File: src/rtl/sync_fifo_param.sv
// Single-clock FIFO with occupancy count, almost-full/almost-empty thresholds,
// a registered read port with valid strobe, and sticky overflow/underflow flags.
module sync_fifo_param #(
  parameter int WIDTH    = 8,
  parameter int DEPTH    = 16,
  parameter int AF_LEVEL = DEPTH - 2,
  parameter int AE_LEVEL = 2
) (
  input  logic                     clk,
  input  logic                     rst,
  input  logic                     wr_req,
  input  logic [WIDTH-1:0]         data_in,
  input  logic                     rd_req,
  output logic [WIDTH-1:0]         data_out,
  output logic                     data_valid,
  output logic                     empty,
  output logic                     full,
  output logic                     almost_empty,
  output logic                     almost_full,
  output logic [$clog2(DEPTH):0]   count,
  output logic                     overflow,
  output logic                     underflow
);

  localparam int AW = $clog2(DEPTH);
  localparam int CW = AW + 1;
  localparam logic [CW-1:0] AF_TH = CW'(AF_LEVEL);
  localparam logic [CW-1:0] AE_TH = CW'(AE_LEVEL);

  logic [WIDTH-1:0] r_mem [DEPTH];

  logic [CW-1:0]    r_wr_ptr;
  logic [CW-1:0]    r_rd_ptr;
  logic [WIDTH-1:0] r_data_out;
  logic             r_data_valid;
  logic             r_overflow;
  logic             r_underflow;

  logic [AW-1:0]    w_wr_addr;
  logic [AW-1:0]    w_rd_addr;
  logic [CW-1:0]    w_count;
  logic             w_full;
  logic             w_empty;
  logic             w_wr_acc;
  logic             w_rd_acc;

  assign w_wr_addr = r_wr_ptr[AW-1:0];
  assign w_rd_addr = r_rd_ptr[AW-1:0];

  // Status is a pure function of the registered pointers, so no request
  // input ever reaches an output combinationally.
  assign w_count = r_wr_ptr - r_rd_ptr;
  assign w_empty = (r_wr_ptr == r_rd_ptr);
  assign w_full  = (w_wr_addr == w_rd_addr) && (r_wr_ptr[AW] != r_rd_ptr[AW]);

  assign w_wr_acc = wr_req && !w_full && !rst;
  assign w_rd_acc = rd_req && !w_empty && !rst;

  // Storage carries no reset so it can map onto block RAM.
  always_ff @(posedge clk) begin
    if (w_wr_acc) begin
      r_mem[w_wr_addr] <= data_in;
    end
  end

  always_ff @(posedge clk) begin
    if (rst) begin
      r_wr_ptr     <= '0;
      r_rd_ptr     <= '0;
      r_data_out   <= '0;
      r_data_valid <= 1'b0;
      r_overflow   <= 1'b0;
      r_underflow  <= 1'b0;
    end else begin
      r_data_valid <= w_rd_acc;
      if (w_wr_acc) begin
        r_wr_ptr <= r_wr_ptr + 1'b1;
      end
      if (w_rd_acc) begin
        r_rd_ptr   <= r_rd_ptr + 1'b1;
        r_data_out <= r_mem[w_rd_addr];
      end
      if (wr_req && w_full) begin
        r_overflow <= 1'b1;
      end
      if (rd_req && w_empty) begin
        r_underflow <= 1'b1;
      end
    end
  end

  assign data_out     = r_data_out;
  assign data_valid   = r_data_valid;
  assign empty        = w_empty;
  assign full         = w_full;
  assign count        = w_count;
  assign almost_full  = (w_count >= AF_TH);
  assign almost_empty = (w_count <= AE_TH);
  assign overflow     = r_overflow;
  assign underflow    = r_underflow;

endmodule

File: config.mk
export PLATFORM = sky130hd
export DESIGN_NAME = sync_fifo_param
export DESIGN_NICKNAME = d
export VERILOG_FILES = /design/src/rtl/sync_fifo_param.sv
export SDC_FILE = /design/constraint.sdc
export NUM_CORES = 1
export LEC_CHECK = 0
export BUFFER_PORTS_ARGS = -buffer_cell sky130_fd_sc_hd__buf_2
export CORE_MARGIN = 3
export CORE_UTILIZATION = 30
export DETAILED_ROUTE_END_ITERATION = 6
export PLACE_DENSITY = 0.44
export RECOVER_POWER = 50
export SYNTH_ARGS = -nofsm -noshare
export SYNTH_HDL_FRONTEND = slang
export SYNTH_SLANG_ARGS = --single-unit
File: constraint.sdc
create_clock -name clk -period 3.2 [get_ports clk]
set_clock_uncertainty 0.15 [all_clocks]
set_input_delay 0.64 -clock clk [delete_from_list [all_inputs] [get_ports clk]]
set_output_delay 0.64 -clock clk [all_outputs]
set_load 0.005 [all_outputs]
**Yosys cells after proc, flatten, opt, wreduce, memory -nomap -nowiden**

Memories as Yosys holds them, arrays and structs flattened. A register that Yosys moved wholly into a read port is not among the register bits.
Index checks and enable logic that the tools add are counted.

- RAM bits: 128
- Memories: 1
- ROM bits: 0
- Bits in latches: 0
- Logic and storage cells: 26
- Output and inout port bits: 20
- Flip-flop bits (word level): 13

Memories:

| name | depth | width | rd ports | clocked after Yosys merged registers in | wr ports | RTL line | source |
|---|---|---|---|---|---|---|---|
| r_mem | 16 | 8 | 1 | 1 | 1 | 30 | `logic [WIDTH-1:0] r_mem [DEPTH];` |

- Div/mod/pow operators: 0
- Reduce and logical (&&, ||, !) cells: 10
- Magnitude comparators: 2
- Mux-type cells: 2
- Bitwise logic cells: 0
- Eq/ne operators: 3
- Shifts and indexed selects: 0
- $add $sub $neg: 3
- $mul: 0

Operators with widths:

| kind | count |
|---|---|
| $add A5 B1 Y5 const B | 2 |
| $logic_and A1 B1 Y1 | 7 |
| $eq A5 B5 Y1 | 1 |
| $ge A5 B4 Y1 const B | 1 |
| $le A5 B2 Y1 const B | 1 |
| $sub A5 B5 Y5 | 1 |
| $eq A4 B4 Y1 | 1 |
| $logic_not A1 Y1 | 3 |
| $mux W1 | 2 |
| $ne A1 B1 Y1 | 1 |

**Logic depth before layout (Yosys ltp)**

- Depth after elaboration: 7
- Mapped depth: 9

**Worst setup path before layout**

No wires, ideal clock.

- Path type: register -> register
- Start point: register r_rd_ptr[1]
- End point: memory r_mem[3][0], enable pin
- Library setup time: 0.383 ns
- Arrival time: 2.664 ns
- Setup slack: 0.003 ns
- Period minus slack after synthesis: 3.197 ns
- Data required time: 2.667 ns
- Buffers on the path: 3
- Stages on the path, launching flop included: 10
- Cells stage by stage: dfxtp_1 > buf_4 > buf_4 > inv_1 > ha_1 > and4_1 > clkbuf_1 > a211oi_1 > nand2_1 > nor3_1

- Cells in the longest elaborated chain, start to end: 7

Ends and longest elaborated chain:

| element | RTL line | source |
|---|---|---|
| start: declaration | 33 | `logic [CW-1:0] r_rd_ptr;` |
| start signal: assignment | 80 | `r_rd_ptr <= r_rd_ptr + 1'b1;` |
| $eq A4 B4 Y1 | 54 | `assign w_full = (w_wr_addr == w_rd_addr) && (r_wr_ptr[AW] != r_rd_ptr[AW]);` |
| $logic_and A1 B1 Y1 | 54 |  |
| $logic_not A1 Y1 | 56 | `assign w_wr_acc = wr_req && !w_full && !rst;` |
| $logic_and A1 B1 Y1 (2 in a row) | 56 |  |
| $mux W1 | 61 | `if (w_wr_acc) begin` |
| $mux W1 (not written as such) | 62 | `r_mem[w_wr_addr] <= data_in;` |
| end: declaration | 30 |  |

Every way passes these cells.

**Final worst setup path**

- Start point: register r_wr_ptr[1]
- End point: output almost_empty

- Cells in the longest elaborated chain, start to end: 2

Ends and longest elaborated chain:

| element | RTL line | source |
|---|---|---|
| start: declaration | 32 | `logic [CW-1:0] r_wr_ptr;` |
| start signal: assignment | 77 | `r_wr_ptr <= r_wr_ptr + 1'b1;` |
| $sub A5 B5 Y5 | 52 | `assign w_count = r_wr_ptr - r_rd_ptr;` |
| $le A5 B2 Y1 | 98 | `assign almost_empty = (w_count <= AE_TH);` |
| end: declaration | 18 | `output logic almost_empty,` |

Every way passes these cells.

==> out/metrics.csv <==
metric,value,unit
Yosys Warn Count,0,
power consumption,0.004835,W
"Clk Latency, worst-skew pair",0.41,ns
first-pass GRT wire length,21.62,mm
WP data required,2.41,ns
total grt overflow,0,
Routed wire per std cell,19.74,um
DRC violations left,0,
max cap viols,0,
number of DRC markers in iteration 0,215,
clock sink count,149,
final-report setup violation count,0,
worst min path class,flop to flop,
Die Area,21880,um2
"delay-heaviest family, CP",flip-flops,
router iterations before antenna repair,4,
fillcell total,1914,
top-area cell type share of the netlist area,63.62,%
final std cells w/o fill,719,
Die Y,147.9,um
Initial Util,30.74,%
port bufs,31,
worst setup path category,flop to output port,
Worst-Margin Slew,0.9048,ns
Ports,32,
number of H-tree levels,4,
Final Worst Setup Slack,0.1310,ns
peak supply drop,0.2916,mV
CTS tree,done,
"top cells by count, synth","edfxtp_1, mux2i_1, nor2_1, dfxtp_1, o22ai_1",
Crit. End Element,output port,
# placed instances,684,
clock buffer depth,2,
"Seq/Total Area, Yosys",70.57,%
Buf/Inv on CP,1,
CTS Root Buffer Type,clkbuf_16,
Post-synth EDFFs,128,
Die Wd,147.9,um
P&R area growth vs syn,19.09,%
Mapped Area,6042,um2
RD Place Congestion,0.7462,
ANT nets after route,0,
Async SR Flop Fraction,0,%
"Data arrival, critical path",2.28,ns
post-place setup slack,0.4467,ns
register area,4265,um2
CP max FO,7,
fin util,36.61,%
hold_buf cts,0,
post-synthesis cell type count,39,
vias per std cell,4.751,
DPL Wire Length,9.068,mm
multi-input logic area,1645,um2
Pins Over Slew Limit,0,
clk slew on worst S/H paths,0.06,ns
CP startpoint kind,flop,
Synth Register Bits,149,
nets@finish,463,
dominant cell by count in the synthesized netlist,edfxtp_1,
slowest cell on the critical path,dfxtp_1,
"Avg Cell Area, Syn",15.61,um2
Max stage delay on crit path,0.50,ns
minimum clock period,3.069,ns
share of cells above drive strength 1,18.28,%
DRT Wirelength,14.19,mm
cts bufs inserted,17,
vias in the first global route,3481,
crit share post-route,95.91,%
worst-path cell chain,ha_1 -> nor2b_1 -> o21a_1 -> or3_1 -> a211oi_1 -> buf_2,
outcome,finished clean,
max frequency,0.3258,GHz
Slew HR,39.68,%
core box area,19650,um2
All-Layer GR Usage,13.62,%
net count after synthesis,409,
post-synth top area cell,edfxtp_1,
largest net degree at the start of global routing,32,
Core Rows,51,
Cell Pwr Density,671.9,nW/um2
initial antenna violation count,0,
Gate Count Post-Synth,387,
"top cells by area, synth","edfxtp_1, mux2i_1, dfxtp_1",
DR vias,3416,
final hold vios,0,
Main synth FF type,edfxtp_1,
Leak Pwr,2.304,nW
ANT cells,0,
[worst reg2reg max path, delay by kind of cell (launching register included)]
family / cells / cell delay (ns)
AOI/OAI and AO/OA: 1 / 0.47
adders and majority gates: 1 / 0.35
buffers and inverters: 1 / 0.24
and+or+nand+nor: 3 / 0.75
DFF: 1 / 0.53
[logic make-up after synthesis]
| logic type | after synthesis | synth area share [%] |
|---|---|---|
| mux | 57 | 11.10 |
| compound gates | 61 | 6.958 |
| xor+xnor | 11 | 1.719 |
| buf+inv | 30 | 2.195 |
| simple gates | 69 | 5.260 |
| fa+ha+maj | 10 | 2.195 |
| flops | 149 | 70.57 |
[layer usage]
metal | up-vias | part of all wire (%) | wire [um] | global-route usage, %
met5 | - | 0 | 0 | 0
met4 | 0 | 1.5 | 208 | 4.388
met3 | 11 | 2.9 | 417 | 3.127
met2 | 57 | 47 | 6654 | 21.15
met1 | 1737 | 49 | 6908 | 19.06
li1 | 1611 | - | - | -
[area by class of cell]
class                           count  area share [%]
Clock buffer                       18           5.964
Clock inverter                     14           2.417
Inverter                           10          0.5216
Multi-Input combinational cell    208           22.87
Sequential cell                   149           59.28
Tap cell                          265           4.608
Timing Repair Buffer               55           4.347
[registers in the layout, indices dropped and copies added, names as in the netlist]
| name | cells |
|---|---|
| data_out | 8 |
| data_valid | 1 |
| overflow | 1 |
| r_mem | 128 |
| r_rd_ptr | 5 |
| r_wr_ptr | 5 |
| underflow | 1 |
[placed cells by master, fill, tap and decap left out, types with 11 or more instances in the layout]
| cell | instances |
|---|---|
| edfxtp_1 | 128 |
| mux2i_1 | 49 |
| nor2_1 | 34 |
| buf_4 | 23 |
| dfxtp_1 | 20 |
| clkbuf_16 | 17 |
| clkbuf_1 | 17 |
| o22ai_1 | 16 |
| buf_2 | 16 |
| a211oi_1 | 12 |
| nor3_1 | 12 |
| o21ai_0 | 11 |
[final timing paths]
check / from / to / slack [ns] / cells after the start
hold / removal: underflow / underflow / 0.31 / 2
setup reg to reg: r_wr_ptr[3] / r_mem[3][4] / 0.42 / 6
setup / recovery: r_wr_ptr[1] / almost_empty / 0.13 / 6
hold reg to reg: underflow / underflow / 0.31 / 2
[metrics by stage]
step	area [um2]	setup TNS, ns	hold slack, ns
floorplan	6042	0	0.3104
global placement	6593	0	0.2921
detailed placement	6593	0	0.3014
CTS	7196	0	0.3176
global route	7196	-0.01479	0.3422
finish	7196	0	0.3106
[where the power goes]
group | total (W) | internal (W) | switching, W
Clock | 0.00203 | 0.00124 | 0.000794
Sequential | 0.00219 | 0.00216 | 0.0000330
Combinational | 0.000614 | 0.000243 | 0.000371
[what timing repair did]
action / in CTS / in global routing
endpoints found under the setup margin: 0 / 3
buffers inserted: 0 / 3
resized for setup: 0 / 3
Power figures use the tool's default switching activity.
